--- src/rtl/ring_mul_seq_pkg.sv ---
// Shared constants for the ring-timed sequential multiplier: operand widths,
// one-hot ring phases and the controller state encoding.
package ring_mul_seq_pkg;

   localparam int unsigned OPW = 4;
   localparam int unsigned PW  = 8;

   localparam logic [5:0] T0 = 6'b000001;
   localparam logic [5:0] T1 = 6'b000010;
   localparam logic [5:0] T2 = 6'b000100;
   localparam logic [5:0] T3 = 6'b001000;
   localparam logic [5:0] T4 = 6'b010000;
   localparam logic [5:0] T5 = 6'b100000;

   typedef enum logic [1:0] {
      IDLE  = 2'd0,
      RUN   = 2'd1,
      DONE  = 2'd2,
      FAULT = 2'd3
   } state_t;

   // The phase the ring must present on the cycle after phase p.
   function automatic logic [5:0] next_phase(input logic [5:0] p);
      return {p[4:0], p[5]};
   endfunction

endpackage

--- src/rtl/ring_mul_dp.sv ---
// Shift-add datapath: operand latches, accumulator, shifting multiplicand and
// multiplier, and the product register written on the final phase.
module ring_mul_dp
   import ring_mul_seq_pkg::*;
(
   input  logic          clk,
   input  logic          rstb,
   input  logic          load,
   input  logic          step_en,
   input  logic [5:0]    phase,
   input  logic [OPW-1:0] a,
   input  logic [OPW-1:0] b,
   output logic [PW-1:0] product
);

   logic [OPW-1:0] a_lat, b_lat;
   logic [OPW-1:0] mplier;
   logic [PW-1:0]  mcand;
   logic [PW-1:0]  acc;
   logic [PW-1:0]  acc_step;

   always_comb begin
      acc_step = acc;
      if (mplier[0]) acc_step = acc + mcand;
   end

   always_ff @(posedge clk or negedge rstb) begin
      if (!rstb) begin
         a_lat   <= '0;
         b_lat   <= '0;
         mplier  <= '0;
         mcand   <= '0;
         acc     <= '0;
         product <= '0;
      end else begin
         if (load) begin
            a_lat <= a;
            b_lat <= b;
         end
         if (step_en) begin
            case (phase)
               T0: begin
                  acc    <= '0;
                  mcand  <= {{(PW-OPW){1'b0}}, a_lat};
                  mplier <= b_lat;
               end
               T1, T2, T3, T4: begin
                  acc    <= acc_step;
                  mcand  <= mcand << 1;
                  mplier <= mplier >> 1;
               end
               T5: product <= acc_step;
               default: ;
            endcase
         end
      end
   end

endmodule

--- src/rtl/ring_mul_seq.sv ---
// Sequential 4x4 multiplier paced by an external six-phase one-hot ring;
// the controller checks the ring phase every RUN cycle and faults on error.
module ring_mul_seq
   import ring_mul_seq_pkg::*;
(
   input  logic          clk,
   input  logic          rstb,
   input  logic          start,
   input  logic [OPW-1:0] a,
   input  logic [OPW-1:0] b,
   input  logic [5:0]    timing,
   output logic          cnt_en,
   output logic          busy,
   output logic          done,
   output logic [PW-1:0] product,
   output logic          err
);

   state_t     state, state_nx;
   logic [5:0] exp_phase;
   logic       phase_ok;
   logic       load;
   logic       step_en;

   // Matching the expected phase exactly covers both the one-hot and successor checks.
   assign phase_ok = (timing == exp_phase);
   assign load     = (state == IDLE) && start && (timing == T0);
   assign step_en  = (state == RUN) && phase_ok;

   always_ff @(posedge clk or negedge rstb) begin
      if (!rstb) state <= IDLE;
      else       state <= state_nx;
   end

   always_ff @(posedge clk or negedge rstb) begin
      if (!rstb)            exp_phase <= T0;
      else if (step_en)     exp_phase <= next_phase(exp_phase);
      else if (state != RUN) exp_phase <= T0;
   end

   always_comb begin
      state_nx = state;
      case (state)
         IDLE: if (start) state_nx = (timing == T0) ? RUN : FAULT;
         RUN: begin
            if (!phase_ok)        state_nx = FAULT;
            else if (timing == T5) state_nx = DONE;
         end
         DONE:    state_nx = IDLE;
         FAULT:   state_nx = FAULT;
         default: state_nx = IDLE;
      endcase
   end

   always_comb begin
      cnt_en = 1'b0;
      busy   = 1'b0;
      done   = 1'b0;
      err    = 1'b0;
      case (state)
         RUN: begin
            cnt_en = 1'b1;
            busy   = 1'b1;
         end
         DONE:  done = 1'b1;
         FAULT: err  = 1'b1;
         default: ;
      endcase
   end

   ring_mul_dp u_dp (
      .clk     (clk),
      .rstb    (rstb),
      .load    (load),
      .step_en (step_en),
      .phase   (timing),
      .a       (a),
      .b       (b),
      .product (product)
   );

endmodule

--- config.mk ---
export PLATFORM = sky130hd
export DESIGN_NAME = ring_mul_seq
export DESIGN_NICKNAME = d
export VERILOG_FILES = /design/src/rtl/ring_mul_seq_pkg.sv /design/src/rtl/ring_mul_dp.sv /design/src/rtl/ring_mul_seq.sv
export SDC_FILE = /design/constraint.sdc
export NUM_CORES = 1
export LEC_CHECK = 0
export BUFFER_PORTS_ARGS = -buffer_cell sky130_fd_sc_hd__buf_2
export CAP_MARGIN = 20
export CELL_PAD_IN_SITES_DETAIL_PLACEMENT = 1
export CELL_PAD_IN_SITES_GLOBAL_PLACEMENT = 2
export CORE_MARGIN = 5
export CORE_UTILIZATION = 34
export DETAILED_ROUTE_END_ITERATION = 6
export PLACE_DENSITY_LB_ADDON = 0.1
export SKIP_LAST_GASP = 1
export SYNTH_ARGS = -nofsm -noshare
export SYNTH_HDL_FRONTEND = slang
export SYNTH_SLANG_ARGS = --single-unit
--- constraint.sdc ---
create_clock -name clk -period 2 [get_ports clk]
set_input_delay 0.4 -clock clk [delete_from_list [all_inputs] [get_ports clk]]
set_output_delay 0.4 -clock clk [all_outputs]
set_load 0.03 [all_outputs]
==> impl_metrics.ini <==
[detailed_routing]
drt_iter0_markers = 42
postRouteAntennaNets = 0
drc = 0
wl_per_cell_um = 17.0
dr.pass1.iters = 4
routed_wl_mm = 5.90
vias_per_cell = 5.09
num_vias = 1762

[pwr]
ir_worst_vdd_v = 0.000281
power.density_nw_per_um2 = 605
p_leak_nw = 1.52

[sta]
drv_slew = 0
finalSetupTns_ns = -0.00200
hold_viol = 0
fmax_mhz = 500
setup_slack_ns = -0.00200
finalCriticalPeriod_ns = 2.00
setup_viol = 1
finalCritPeriodShare_pct = 100
rsz0062_at_grt = true
worstMarginPinSlew_ns = 0.574
skew_ns = 0.0107
maxSlewHeadroom_pct = 61.8

[cts]
numCtsBuffers = 5
insertion_delay_ns = 0.30
clk_pin_slew_worst_paths_ns = 0.09
h-tree-depth = 2
cts_tree = built
root_buffer = clkbuf_8
hold_buffers = 0
cts_sinks = 44
cts_buffer_depth = 2

[yosys]
synth_cell_types = 45
syn_area_per_cell_sq_um = 11.5
synth_edf_count = 0
synthTopCellsByCount = dfrtp_1 (43), mux2_2 (21), inv_1 (12)
async_flop_share_pct = 100
syn_inst = 199
ys_seq_area_share_pct = 48.1
synth_area_leader_cell = dfrtp_1
synth_warnings = 0
synth-main-ff-cell = dfrtp_1
synth.most_common_cell = dfrtp_1
yosys.area.top_type_share_pct = 46.9
netlist_top_cells_area = dfrtp_1 (47%), mux2_2 (10%), ha_1 (3.8%), xnor2_1 (3.8%), inv_1 (2.0%)
syn_nets = 224
synth_seq_cells = 44
synth_area_sq_um = 2290

[critical_path]
critPathMaxStageDelay_ns = 0.42
cp-end-kind = flip-flop
crit_path_cell_trace = and2b_4 > or3b_4 > or2_4 > or3_4 > a22o_2
critPathTopFamily = simple AND/OR/NAND/NOR gates
cp-start-kind = flip-flop
cp.required_ns = 2.20
cp_slowest_cell = or3_4
cp_data_arrival_time_ns = 2.20
path_buf_inv = 0
critPathKind = flip-flop to flip-flop
cp_max_fo = 6

[run_status]
failed_checks = setup timing
status = complete, but fails checks

[placed_design]
gp_congestion = 0.821
post-place-ws_ns = -0.313
dp.cells = 334
post-dp-hpwl_mm = 4.50
portBuffers = 28

[flow_run]
drv_cap = 0

[floorplanning]
rows = 30
die_y_um = 92.1
dieArea_sq_um = 8490
coreArea_sq_um = 6680
die_w_um = 92.1
start_util_pct = 34.3
num_io_pins = 29

[layout]
area_delta_synth_final_pct = 31.8
layout-drive-gt1-share_pct = 46.2
diodes = 0
n_fill_cell = 739
regArea_sq_um = 1100
fin_util_pct = 45.2
fin_cells = 346
multi_input_area_sq_um = 1200
fin_nets = 290

[global_route]
grt_max_degree = 25
grt_pass1_vias = 2083
grt_usage_pct = 15.3
overflow = 0
antenna_found_initial = 0
grt_pass1_wl_mm = 10.1

[hold_path]
min_path_type = input pin to asynchronous set/reset pin
layer usage:
metal | wire length [um] | vias up | part of all wire [%] | global-route usage (%)
met3 | 142 | 4 | 2.4 | 3.12
met5 | 0 | - | 0 | 0
met2 | 3120 | 20 | 53 | 27.6
met1 | 2570 | 888 | 44 | 18.1
met4 | 61 | 0 | 1.0 | 4.46
li1 | - | 850 | - | -
area by class of cell:
type                    count  share of cell area (%)
well taps                  80                    3.31
inverters                  12                    1.49
multi-input cells         135                    39.7
clock buffers               6                    2.73
flip-flops and latches     44                    36.5
repair buffers             67                    15.0
clock inverters             2                    1.28
final timing paths:
check	startpoint	to	slack [ns]	cells past startpoint
hold reg to reg	u_dp.product[4]$_DFFE_PN0P_	u_dp.product[4]$_DFFE_PN0P_	0.50	1
hold / removal	rstb	u_dp.acc[4]$_DFFE_PN0P_	0.09	1
max in group asynchronous	rstb	exp_phase[0]$_DFFE_PN1P_	1.25	2
min in group clk	a[0]	u_dp.a_lat[0]$_DFFE_PN0P_	0.32	2
setup reg to reg	state[1]$_DFFE_PN0P_	u_dp.mcand[5]$_DFFE_PN0P_	-0.002	5
setup / recovery	state[1]$_DFFE_PN0P_	u_dp.mcand[5]$_DFFE_PN0P_	-0.002	5
power by group:
| group | switching [mW] | leakage [nW] | internal, mW |
|---|---|---|---|
| Combinational | 0.107 | 0.904 | 0.0842 |
| Sequential | 0.00742 | 0.556 | 0.900 |
| Clock | 0.322 | 0.0614 | 0.409 |
logic make-up after synthesis:
group | Yosys count | share of synthesized area [%]
simple gates | 41 | 9.82
mux | 25 | 12.1
fa+ha+maj | 8 | 4.69
xor+xnor | 14 | 5.35
buf+inv | 20 | 4.53
flops | 44 | 48.1
compound gates | 47 | 15.5
placed cells by master (no fill, tap or decap), types with 8 or more instances in the layout:
| cell | n |
|---|---|
| buf_2 | 29 |
| buf_4 | 34 |
| dfrtp_1 | 43 |
| inv_1 | 12 |
| mux2_2 | 18 |
| nand2_1 | 10 |
| nor2_1 | 8 |
| xnor2_1 | 9 |
through the flow:
stage / cell area, sq um / power, mW / hold slack (ns)
4_1_cts: 2930 / 1.85 / 0.101
5_1_grt: 3020 / 1.91 / 0.114
3_5_place_dp: 2740 / 1.11 / 0.439
2_1_floorplan: 2310 / 1.02 / 0.104
3_3_place_gp: 2740 / 1.10 / 0.421
6_report: 3020 / 1.83 / 0.0866
state kept, by name (all words and copies together), names as in the netlist:
register,count
u_dp.acc,8
u_dp.mcand,8
u_dp.product,8
exp_phase,6
u_dp.a_lat,4
u_dp.b_lat,4
u_dp.mplier,4
state,2
repair_timing:
action                     4_1_cts  5_1_grt
resized for setup               10       17
setup endpoints to repair       28       26
buffers inserted                 1        2
pin swaps                        5        7
cloned                           1        0
Power figures use the tool's default switching activity.
